$ cat config.mk
export PLATFORM = sky130hd
export DESIGN_NAME = pb_debounce
export DESIGN_NICKNAME = d
export VERILOG_FILES = /design/src/rtl/seg_pkg.sv /design/src/rtl/pb_sync.sv /design/src/rtl/pb_debounce.sv
export SDC_FILE = /design/constraint.sdc
export NUM_CORES = 1
export LEC_CHECK = 0
export ABC_AREA = 1
export CAP_MARGIN = 10
export CORE_MARGIN = 10
export CORE_UTILIZATION = 52
export CTS_CLUSTER_DIAMETER = 120
export CTS_CLUSTER_SIZE = 24
export DETAILED_ROUTE_END_ITERATION = 7
export MAX_ROUTING_LAYER = met4
export PLACE_DENSITY_LB_ADDON = 0.05
export SYNTH_ARGS = -nofsm -noshare
export SYNTH_HDL_FRONTEND = slang
export SYNTH_SLANG_ARGS = --single-unit
$ cat constraint.sdc
create_clock -name clk -period 4.5 [get_ports clk]
set_clock_uncertainty 0.1 [all_clocks]
set_input_delay 1.125 -clock clk [delete_from_list [all_inputs] [get_ports clk]]
set_output_delay 1.125 -clock clk [all_outputs]
set_load 0.005 [all_outputs]
$ cat src/rtl/seg_pkg.sv
// Shared types and default timing constants for the board-level push-button
// conditioner.
package seg_pkg;

  typedef enum logic [1:0] {
    IDLE,
    PRESS_DB,
    HELD,
    RELEASE_DB
  } pb_state_t;

  // 20 ms debounce window and 2 s long-press threshold at 50 MHz.
  localparam int PB_DB_CYCLES   = 1_000_000;
  localparam int PB_LONG_CYCLES = 100_000_000;

endpackage : seg_pkg

$ cat src/rtl/pb_sync.sv
// Two-flop synchronizer for a single asynchronous input. On reset both flops
// load RESET_VAL.
module pb_sync #(
  parameter logic RESET_VAL = 1'b1
) (
  input  logic clk,
  input  logic rst_n,
  input  logic raw,
  output logic synced
);

  logic meta;

  // NOTE: sequential state is updated with non-blocking assignments only, so
  // every flop samples the value its input had before the clock edge.
  always_ff @(posedge clk or negedge rst_n) begin
    if (!rst_n) begin
      meta   <= RESET_VAL;
      synced <= RESET_VAL;
    end else begin
      meta   <= raw;
      synced <= meta;
    end
  end

endmodule : pb_sync

$ cat src/rtl/pb_debounce.sv
// Push-button conditioner: synchronizes the active-low button, debounces press
// and release, and reports a clean level plus press, release and long-press events.
module pb_debounce
  import seg_pkg::*;
#(
  parameter int DB_CYCLES   = PB_DB_CYCLES,
  parameter int LONG_CYCLES = PB_LONG_CYCLES
) (
  input  logic clk,
  input  logic rst_n,
  input  logic PB_n,
  output logic pb_level,
  output logic press_pulse,
  output logic release_pulse,
  output logic long_pulse,
  output logic long_flag
);

  localparam int DB_W   = $clog2(DB_CYCLES);
  localparam int HOLD_W = $clog2(LONG_CYCLES);
  localparam logic [DB_W-1:0]   DB_LAST   = DB_W'(DB_CYCLES - 1);
  localparam logic [HOLD_W-1:0] HOLD_LAST = HOLD_W'(LONG_CYCLES - 1);

  logic              pb_raw_sync;
  logic              pb_sync;
  pb_state_t         state_q, state_d;
  logic [DB_W-1:0]   db_cnt_q, db_cnt_d;
  logic [HOLD_W-1:0] hold_cnt_q, hold_cnt_d, hold_next;
  logic              level_d, flag_d, press_d, release_d, long_d;
  logic              long_hit;

  // Synchronizer powers up as "released" so a reset never looks like a press edge.
  pb_sync #(
    .RESET_VAL(1'b1)
  ) u_pb_sync (
    .clk   (clk),
    .rst_n (rst_n),
    .raw   (PB_n),
    .synced(pb_raw_sync)
  );

  assign pb_sync = ~pb_raw_sync;

  // The hold counter parks at HOLD_LAST; long_flag keeps the threshold from re-firing.
  assign hold_next = (hold_cnt_q == HOLD_LAST) ? hold_cnt_q : hold_cnt_q + 1'b1;
  assign long_hit  = (hold_cnt_q == HOLD_LAST) && !long_flag;

  // NOTE: every variable driven here gets a default first, so no path through
  // the case statement can leave one unassigned and infer a latch.
  always_comb begin
    state_d    = state_q;
    db_cnt_d   = db_cnt_q;
    hold_cnt_d = hold_cnt_q;
    level_d    = pb_level;
    flag_d     = long_flag;
    press_d    = 1'b0;
    release_d  = 1'b0;
    long_d     = 1'b0;

    unique case (state_q)
      IDLE: begin
        if (pb_sync) begin
          state_d  = PRESS_DB;
          db_cnt_d = '0;
        end
      end

      PRESS_DB: begin
        if (!pb_sync) begin
          state_d  = IDLE;
          db_cnt_d = '0;
        end else if (db_cnt_q == DB_LAST) begin
          state_d    = HELD;
          db_cnt_d   = '0;
          hold_cnt_d = '0;
          press_d    = 1'b1;
          level_d    = 1'b1;
        end else begin
          db_cnt_d = db_cnt_q + 1'b1;
        end
      end

      HELD: begin
        hold_cnt_d = hold_next;
        if (long_hit) begin
          long_d = 1'b1;
          flag_d = 1'b1;
        end
        if (!pb_sync) begin
          state_d  = RELEASE_DB;
          db_cnt_d = '0;
        end
      end

      RELEASE_DB: begin
        hold_cnt_d = hold_next;
        // A completed release takes priority over a coincident long threshold.
        if (!pb_sync && db_cnt_q == DB_LAST) begin
          state_d   = IDLE;
          db_cnt_d  = '0;
          release_d = 1'b1;
          level_d   = 1'b0;
          flag_d    = 1'b0;
        end else begin
          if (long_hit) begin
            long_d = 1'b1;
            flag_d = 1'b1;
          end
          if (pb_sync) begin
            state_d  = HELD;
            db_cnt_d = '0;
          end else begin
            db_cnt_d = db_cnt_q + 1'b1;
          end
        end
      end

      default: begin
        state_d  = IDLE;
        db_cnt_d = '0;
      end
    endcase
  end

  always_ff @(posedge clk or negedge rst_n) begin
    if (!rst_n) begin
      state_q       <= IDLE;
      db_cnt_q      <= '0;
      hold_cnt_q    <= '0;
      pb_level      <= 1'b0;
      long_flag     <= 1'b0;
      press_pulse   <= 1'b0;
      release_pulse <= 1'b0;
      long_pulse    <= 1'b0;
    end else begin
      state_q       <= state_d;
      db_cnt_q      <= db_cnt_d;
      hold_cnt_q    <= hold_cnt_d;
      pb_level      <= level_d;
      long_flag     <= flag_d;
      press_pulse   <= press_d;
      release_pulse <= release_d;
      long_pulse    <= long_d;
    end
  end

endmodule : pb_debounce
==> results.md <==
* Final setup TNS at 0 ps
* Placer Congestion at 0.941
* CTS hold repair buffers at 0
* Syn_nets at 527
* Relative slew slack at between 50% and 60%
* Psw at 0.188 mW
* Row cnt at 29
* Mapped Area at between 0.003 and 0.004 sq mm
* Slack of the worst reg-to-reg path at around 1800 ps
* Classification of the worst setup path: reg -> reg
* Final HPWL DP at between 6000 and 7000 microns
* IO buf count at 7
* Max Slew Vio Count at 0
* Seq/Total Area, Yosys at around two fifths
* Most frequent CP cell: nand2_1
* Max frequency at 373 MHz
* PnR Total Power at 0.826 mW
* Crit path cell chain: inv_1 -> nand2_1 -> nor2_1 -> nand4_2 -> buf_4 -> nand2_2 -> nand2_1 -> nand2_1
* Most common cell after layout, fill and taps aside: nand2_1
* Sum of buffers and inverters on the critical path at 2
* Cts bufs inserted at 5
* Gr busiest metal: met2
* Compound-cell area share of the yosys netlist at under 10%
* Post-Synth XOR/XNOR Area at under 10%
* M3 GR Usage at 2.56%
* Via density at about 5.4
* Gate power share at around 3.3%
* Design Area, Final at 0.00372 sq mm
* Setup-failing EPs final at 0
* Syn. warnings at 0
* CORE AREA at 0.00646 sq mm
* Die H at between 100 and 150 microns
* Sequential share of power at a little over 60%
* Area after DPL at between 0.003 and 0.004 sq mm
* Syn Inst Count at 522
* Gr usage total at roughly 18%
* Final min period at 2680 ps
* Total clock sinks at between 50 and 60
* Sw frac at about 23%
* Proportion of layout cells with a drive suffix above 1 at 5.48%
* Adder-Cell Fraction of Synth Area at less than 1%
* Max-Cap Viols at 0
* Worst Path Max Fanout at 22
* DR iter-0 viols at about 130
* Initial antenna violation count at 0
* GR Overflow Total at 0
* Flops & latches, synth at 56
* Status: complete, no violations
* Tcrit/Tclk final at about three fifths
* CTS tree: built
* Clk slew on worst S/H paths at roughly 90 ps
* Die area at approximately 0.010 sq mm
* Worst slew pin tran at about 740 ps
* Post-Place Cells at 598
* Pre-antenna DRT Iters at 4
* Initial Util at a little over half
* Pwr per Cell Area at roughly 220 mW/mm^2
* CTS resizes at 0
* Mux cell area share after synthesis at 0%
* Vias in the first global route at 3239
* Commonest non-fill, non-tap cells in the layout: nand2_1, nor2_1, nand3_1, inv_1, dfrtp_1
* Root Buffer: clkbuf_8
* R2R cell count at 8
* Worst setup margin at 1820 ps
* Crit end category: register
* CP required at approximately 4600 ps
* H-tree Lvls at 2
* NumNets Final at 533
* I/O pin total at 8
* Average size of a mapped cell at about 6.8 sq um
* GR Util met1 at roughly a fifth
* Avg WL per Cell at ~14 microns
* Static Leakage at between 1.5 and 2 nW
* Cell family with most CP delay: simple AND/OR/NAND/NOR gates
* Critical path depth in cells at 8
* Dpl ws at roughly 1800 ps
* CP max-delay cell: dfrtp_1
* Main combinational cell family by area after synthesis: simple AND/OR/NAND/NOR gates
* Hold crit path type: reg -> reg
* Area growth, synth to finish at 5.35%
* Maximum vdd drop at 0.128 mV
* Non-filler cells, final at a little over 600
* DRC at 0
* M2 GR Usage at 31.9%
* Clk buf depth at 2
* Total Wirelength at around 8500 microns
* Hold path depth at 0
* RSZ-0062 raised after global routing: false
* Die width at about 100 microns
* Post-CTS setup buffers at 0
* Worst-skew pair later-pin latency at between 300 and 400 ps
* Fill cells at approximately 650
* ANT nets after route at 0
* First-pass GRT wire length at 14900 microns
* Yosys cell types at 31
* Ant diodes at 0
* Slowest cell delay on critical path at about 840 ps
* Vias at ~3300
* Area share of and/or/nand/nor cells after synthesis at roughly 43%
* Largest net degree at the start of global routing at 34
* Crit path DAT at between 2000 and 3000 ps
* Worst Setup Start Kind: register
* Cell Int Power at 0.637 mW
* Clock power frac at between 30% and 40%
* Final hold violations at 0
state kept, by name, summed over array words and instances, names as in the netlist:
name	count
db_cnt_q	20
hold_cnt_q	27
long_flag	1
long_pulse	1
pb_level	1
press_pulse	1
release_pulse	1
state_q	2
u_pb_sync.meta	1
u_pb_sync.synced	1
final cells by class:
type	count	area [sq um]	area share, %
Clock buffer	7	86.3	2.32
Clock inverter	1	7.51	0.202
Inverter	59	223	5.99
Multi-Input combinational cell	397	1820	49.0
Sequential cell	56	1400	37.8
Tap cell	77	96.3	2.59
Timing Repair Buffer	9	80.1	2.15
through the flow:
stage	util, %	hold slack (ps)
finish	57.6	264
global route	57.6	271
CTS	57.6	267
detailed placement	56.1	252
global placement	56.1	246
floorplan	-	245
cells in the mapped netlist (all sizes together):
cell type  count  area share, %
o21ai         23            3.3
ha             2           0.71
clkbuf         1           0.11
nor3          11            1.6
dfstp          2            1.5
nor2          92             10
nand3b         1           0.21
inv           58            6.2
clkinv         1           0.14
nand2        172             19
dfrtp         54             38
nand4         10            2.0
a21oi          2           0.28
nand3         65            9.5
o22ai          1           0.18
xnor2          1           0.25
xor2          16            4.0
o211ai         1           0.21
buf            9            2.2
power groups by stage:
stage / registers (mW) / clock network, mW / logic [mW]
6_report: 0.510 / 0.288 / 0.0274
4_1_cts: 0.510 / 0.299 / 0.0278
5_1_grt: 0.511 / 0.325 / 0.0315
3_5_place_dp: 0.520 / 0 / 0.0278
2_1_floorplan: 0.519 / 0 / 0.0118
3_3_place_gp: 0.520 / 0 / 0.0273
worst paths after layout:
path | from | to
max | state_q[1] | hold_cnt_q[24]
min | u_pb_sync.meta | u_pb_sync.synced
max reg2reg | state_q[1] | hold_cnt_q[24]
min reg2reg | u_pb_sync.meta | u_pb_sync.synced
max in group asynchronous | rst_n | u_pb_sync.synced
min in group asynchronous | rst_n | db_cnt_q[5]
per-layer routing:
metal | share of wire (%) | vias up
met2 | 50 | 65
met4 | 2.2 | 0
li1 | - | 1653
met5 | 0 | -
met1 | 45 | 1518
met3 | 2.8 | 20
cell families (layout without fill, tap and decap cells):
kind of cell               Yosys count  count (layout)
adders and majority gates            2               2
and+or+nand+nor                    351             351
DFF                                 56              56
AOI/OAI and AO/OA                   27              27
xor gates and xnor gates            17              17
buffers and inverters               69              76
No activity file was read; power rests on OpenSTA's default activity.
